<file path="config.mk">
export PLATFORM = sky130hd
export DESIGN_NAME = boot_controller
export DESIGN_NICKNAME = d
export VERILOG_FILES = /design/src/rtl/galetron_pkg.sv /design/src/rtl/boot_controller.sv
export SDC_FILE = /design/constraint.sdc
export NUM_CORES = 1
export LEC_CHECK = 0
export CORE_AREA = 2 2 80 97
export CTS_CLUSTER_DIAMETER = 120
export DETAILED_ROUTE_END_ITERATION = 7
export DIE_AREA = 0 0 82 99
export DONT_BUFFER_PORTS = 1
export GPL_TIMING_DRIVEN = 0
export HOLD_SLACK_MARGIN = 0.03
export PLACE_DENSITY_LB_ADDON = 0.25
export SLEW_MARGIN = 30
export SYNTH_ARGS = -nofsm -noshare
export SYNTH_HDL_FRONTEND = slang
export SYNTH_SLANG_ARGS = --single-unit
</file>
<file path="constraint.sdc">
create_clock -name clock -period 1.85 [get_ports clock]
set_clock_uncertainty 0.2 [all_clocks]
set_input_delay 0.37 -clock clock [delete_from_list [all_inputs] [get_ports clock]]
set_output_delay 0.37 -clock clock [all_outputs]
set_load 0.01 [all_outputs]
</file>
<file path="src/rtl/galetron_pkg.sv">
// Shared definitions for the Galetron instruction path.
//   GT_ADDR_W / GT_DATA_W : default address and word widths
//   boot_state_t          : boot sequencer states
//   NOP_WORD              : canonical no-op instruction word
package galetron_pkg;

  localparam int unsigned GT_ADDR_W = 10;
  localparam int unsigned GT_DATA_W = 32;

  typedef enum logic [1:0] {
    WAIT = 2'd0,  // one settle cycle so BIOS contents are valid
    COPY = 2'd1,  // one BIOS word written to imem per cycle
    DONE = 2'd2   // copy complete, CPU owns imem addressing
  } boot_state_t;

  localparam logic [GT_DATA_W-1:0] NOP_WORD = 32'h0000_0013;

endpackage

</file>
<file path="src/rtl/boot_controller.sv">
// Post-reset boot sequencer. Copies BIOS_DEPTH words from the BIOS ROM
// into instruction memory (one per clock) while the CPU is halted, then
// hands imem addressing to the CPU fetch port. A start pulse in DONE reruns
// the copy without a full reset.
// Ports:
//   clock, reset  : clock and asynchronous active-high reset
//   start         : re-boot request (honoured only in DONE)
//   bios_address  : BIOS read address (out)
//   bios_data     : BIOS word, combinational in bios_address (in)
//   cpu_address   : CPU instruction-fetch address (in)
//   imem_address  : instruction-memory address (out)
//   imem_data     : instruction-memory write data (out)
//   imem_write    : instruction-memory write enable (out)
//   cpu_halt      : CPU stall, high until a copy completes (out)
//   boot_done     : high once a copy has completed (out)
//   checksum      : running XOR of words written in the current copy (out)
module boot_controller
  import galetron_pkg::*;
#(
  parameter int unsigned BIOS_DEPTH = 32,
  parameter logic [9:0]  START_ADDR = 10'h000,
  parameter int unsigned ADDR_W     = GT_ADDR_W,
  parameter int unsigned DATA_W     = GT_DATA_W
) (
  input  logic              clock,
  input  logic              reset,
  input  logic              start,
  output logic [ADDR_W-1:0] bios_address,
  input  logic [DATA_W-1:0] bios_data,
  input  logic [ADDR_W-1:0] cpu_address,
  output logic [ADDR_W-1:0] imem_address,
  output logic [DATA_W-1:0] imem_data,
  output logic              imem_write,
  output logic              cpu_halt,
  output logic              boot_done,
  output logic [DATA_W-1:0] checksum
);

  localparam logic [ADDR_W:0] LAST_IDX = (ADDR_W+1)'(BIOS_DEPTH - 1);
  localparam logic [ADDR_W:0] ONE      = (ADDR_W+1)'(1);

  boot_state_t       r_state;
  logic [ADDR_W:0]   r_count;
  logic [DATA_W-1:0] r_checksum;
  logic [ADDR_W-1:0] w_copy_addr;

  // Destination address wraps modulo 2^ADDR_W.
  assign w_copy_addr = ADDR_W'(START_ADDR) + r_count[ADDR_W-1:0];

  always_ff @(posedge clock or posedge reset) begin
    if (reset) begin
      r_state    <= WAIT;
      r_count    <= '0;
      r_checksum <= '0;
    end else begin
      case (r_state)
        WAIT: r_state <= COPY;
        COPY: begin
          r_checksum <= r_checksum ^ bios_data;
          r_count    <= r_count + ONE;
          if (r_count == LAST_IDX) begin
            r_state <= DONE;
          end
        end
        DONE: begin
          if (start) begin
            r_state    <= WAIT;
            r_count    <= '0;
            r_checksum <= '0;
          end
        end
        default: r_state <= WAIT;
      endcase
    end
  end

  // imem mux: copy engine drives the port in WAIT/COPY, CPU only in DONE.
  always_comb begin
    bios_address = '0;
    imem_address = w_copy_addr;
    imem_data    = '0;
    imem_write   = 1'b0;
    case (r_state)
      COPY: begin
        bios_address = r_count[ADDR_W-1:0];
        imem_data    = bios_data;
        imem_write   = 1'b1;
      end
      DONE:    imem_address = cpu_address;
      default: ;
    endcase
  end

  // Status flags are pure decodes of the state register.
  assign cpu_halt  = (r_state != DONE);
  assign boot_done = (r_state == DONE);
  assign checksum  = r_checksum;

endmodule

</file>
* Word-level counts from Yosys, hierarchy flattened
Index checks and enable logic that the tools add are counted. Widths: inputs -> output; s select.
Operators by class: add/subtract/negate cells 1, equal/unequal tests 6, mux-type cells 11, bitwise logic cells 1, reductions and logical operators 4
Operators with widths (count):
- $mux 32 | 2
- $pmux 32 s2 | 1
- $xor 32x32->32 | 1
- $pmux 11 s2 | 1
- $mux 10 | 2
- $add 11x1->11 const B | 1
- $eq 11x5->1 const B | 1
- $mux 11 | 1
- $ne 2x2->1 const B | 3
- $pmux 2 s3 | 1
- $mux 2 | 2
- $reduce_and 2->1 | 2
- $eq 2x1->1 const B | 1
- $eq 2x2->1 const B | 1
- $logic_not 2->1 | 1
- $reduce_bool 2->1 | 1
- $mux 1 | 1
Word-level totals: bits in registers 45, bits of input ports 45, word-level logic and storage cells 26

* Logic depth before layout (Yosys ltp)
depth after elaboration 3, mapped depth 5, gate-level depth less buffers 4

* Least setup slack after synthesis
OpenSTA, ideal clock, no wires.
path type flip-flop to output port, start point register r_state[0], end point output port imem_address[0], arrival 1244 ps, required time 1280 ps, slack 36 ps, stages on the path, launching flop included 6, buffers on the path 1, cell sequence dfrtp_1 > buf_4 > nor2b_1 > clkinv_1 > nand2_1 > nand2_1
Between the ends: cells in the longest elaborated chain, start to end 2
Ends and longest elaborated chain:
- start: declaration | line boot_controller.sv:42 | boot_state_t r_state;
- start signal: assignment | line boot_controller.sv:52 | r_state <= WAIT;
- start signal: assignment | line boot_controller.sv:57 | WAIT: r_state <= COPY;
- start signal: assignment | line boot_controller.sv:62 | r_state <= DONE;
- $eq 2x2->1 | line boot_controller.sv:83 | case (r_state)
- $mux 10 | line boot_controller.sv:83
- end: declaration | line boot_controller.sv:31 | output logic [ADDR_W-1:0] imem_address,
Every way passes these cells.

* Final worst setup path
start point register r_state[1], end point output port imem_address[7]
Same word-level chain as after synthesis.

==> impl_metrics.yaml <==
power:
  internal-power_mw: 2.11
  switching_share: 0.404
  p_leak_nw: 1.64
  p_switching_mw: 1.43
  peakVddDrop_v: 0.000476
  clockPowerShare: 0.166
  seq_power_share: 0.487
  powerDensity_mw_per_mm2: 1040
  power_mw: 3.54
  comb_power_share: 0.348
cells_and_area:
  antenna_cells: 0
  fillers: 694
  finalNetCount: 405
  drive_gt1_frac: 0.453
  syn2layout_area_growth_pct: 40.0
  final_cells: 450
outcome:
  violations: "setup timing"
  status: "finished with violations"
global_route:
  gr-usage-all-layers: 0.157
  antenna_found_initial: 0
  grt_start_max_net_pins: 46
  grt_pass1_vias: 2021
  grt_pass1_wl_um: 9920
  grt_overflow: 0
sta:
  slew_violations: 0
  period_share: 1.07
  rsz0062_at_grt: "yes"
  hold_violations: 0
  worst_pin_slew_ps: 559
  fmax_mhz: 505
  worst_slack_ps: -131
  setup_violations: 39
  period_minus_slack_ps: 1980
  tns_ps: -2330
  slew_headroom: 0.627
critical_path:
  cp_data_required_time_ps: 1280
  crit_type: "reg2out"
  end_kind: "output port"
  cp_max_fo: 6
  worstPathArrival_ps: 1410
  start_kind: "flip-flop"
synth:
  avgSynthCellArea_um2: 8.64
  ys_warn_count: 0
  synthFlopType: "dfrtp_1"
  seq_area_frac_synth: 0.462
  synth_nets: 328
  yosys.cell_types.count: 34
  netlist_area_mm2: 0.00244
  synth_edf_count: 0
  synth_seq_cells: 45
  async_flop_share: 1.00
  synthesis.instances: 282
clock_network:
  cts_tree: "done"
  numCtsBuffers: 5
  cts.sinks: 45
  clock_latency_ps: 290
  h-tree-depth: 2
  clkTransAtPathRegs_ps: 80
  ctsLongestPathBuffers: 2
  cts_root_buf: "clkbuf_8"
floorplan:
  die_w_um: 82
  core-area_mm2: 0.00715
  die_area_mm2: 0.00812
  start_util: 0.341
  pin_count: 132
  num_rows: 34
  die_h_um: 99
routing:
  vias_per_cell: 5.06
  vias: 2279
  drt_first_pass_iters: 4
  wl_um: 6880
  postRouteAntennaNets: 0
  remaining_drc_errors: 0
  drt_iter0_markers: 102
  avgRoutedWirePerCell_um: 15.3
place:
  pre_cts_ws_ps: -236
  port_buffers: 0
  dp_hpwl_um: 4290
  place.detailed.instances: 372
  place_congestion: 0.818
min_path:
  hold_class: "in2reg"
job:
  maxCapViolCount: 0
-- Yosys cell counts (2+ instances only) --
cell type / number / area share
clkbuf_1: 6 / 0.0092
or4_1: 4 / 0.012
a21oi_1: 4 / 0.0082
nand2_1: 33 / 0.051
and2_1: 7 / 0.018
nor4_1: 3 / 0.0077
o211ai_1: 2 / 0.0062
mux2_2: 2 / 0.0092
o21ai_0: 30 / 0.062
o31ai_1: 2 / 0.0062
nand3_1: 33 / 0.068
xor2_1: 7 / 0.025
nor2_1: 9 / 0.014
buf_2: 6 / 0.012
nand3b_1: 33 / 0.10
inv_1: 36 / 0.055
buf_6: 2 / 0.0092
dfrtp_1: 45 / 0.46
mux2i_1: 3 / 0.012
-- flip-flops by register name (all words and copies together), names as in the netlist --
| register | cells |
|---|---|
| r_count | 11 |
| r_state | 2 |
| checksum | 32 |
-- critical path, stage by stage (launching register included) --
cell and delay (ps):
dfrtp_1 370, buf_6 130, nor2b_4 250, buf_4 160
inv_4 30, nand2_1 100, nand2_4 60
-- layout make-up --
class	instances	area, um^2	share of cell area
repair inverters	1	6.26	0.00183
well taps	90	113	0.0330
clock inverters	2	10.0	0.00294
repair buffers	69	549	0.161
flip-flops and latches	45	1130	0.331
clock buffers	6	72.6	0.0213
multi-input cells	185	1220	0.359
inverters	37	151	0.0444
plain buffers	15	155	0.0455
-- cells by family (layout without fill, tap and decap cells) --
kind of cell,Yosys count,count (layout),share of synthesized area
muxes,5,5,0.0216
AOI/OAI and AO/OA,41,41,0.0919
xor gates and xnor gates,7,7,0.0252
DFF,45,45,0.462
adders and majority gates,1,1,0.00514
buffers and inverters,52,130,0.0909
and+or+nand+nor,131,131,0.303
-- routing by layer --
metal / routed length (um) / share of wire / track usage
met5: 0 / 0 / 0
met3: 400 / 0.058 / 0.0321
met2: 3740 / 0.54 / 0.287
met1: 2640 / 0.38 / 0.176
met4: 104 / 0.015 / 0.0500
-- worst paths after layout --
path,startpoint,endpoint,slack [ps],cells past startpoint
worst min register to register,r_count[10],r_count[10],270,1
min in group asynchronous,reset,checksum[9],410,2
worst max register to register,r_state[1],r_count[10],20,7
worst max-delay path,r_state[1],imem_address[7],-130,6
worst min-delay path,bios_data[28],checksum[28],120,2
max in group asynchronous,reset,r_count[0],640,2
-- cell usage in the layout (no fill, tap or decap), drive strengths merged, types with 2 or more instances in the layout --
cell and instances:
or4 4, nor4 3, xor2 7, o211ai 2
dlygate4sd3 2, mux2 2, buf 77, nand3 34
and2 8, clkinv 4, o31ai 2, o21ai 30
a21oi 4, mux2i 3, nand2 33, nand3b 33
dfrtp 45, clkbuf 11, inv 36, nor2 9
-- through the flow --
step / utilization / area [um^2] / hold slack (ps)
after global placement: 0.357 / 2550 / 258
after floorplan: - / 2440 / 239
after global routing: 0.477 / 3410 / 123
after detailed placement: 0.357 / 2550 / 148
after CTS: 0.433 / 3100 / 105
final: 0.477 / 3410 / 117
-- power groups by stage --
| stage | Clock [mW] | Combinational (mW) | Sequential (mW) |
|---|---|---|---|
| 2_1_floorplan | 0 | 0.767 | 1.62 |
| 3_3_place_gp | 0 | 0.862 | 1.71 |
| 3_5_place_dp | 0 | 0.880 | 1.72 |
| 4_1_cts | 0.623 | 1.07 | 1.72 |
| 5_1_grt | 0.661 | 1.36 | 1.77 |
| 6_report | 0.586 | 1.23 | 1.72 |
-- what timing repair did --
action / 4_1_cts / 5_1_grt
hold endpoints to repair: 46 / 0
setup buffers: 35 / 29
gates cloned: 3 / 1
resized for setup: 87 / 31
pin swaps: 8 / 12
hold buffers: 2 / 0
setup endpoints to repair: 54 / 77
Note: power is estimated with default switching activity, not from simulation.
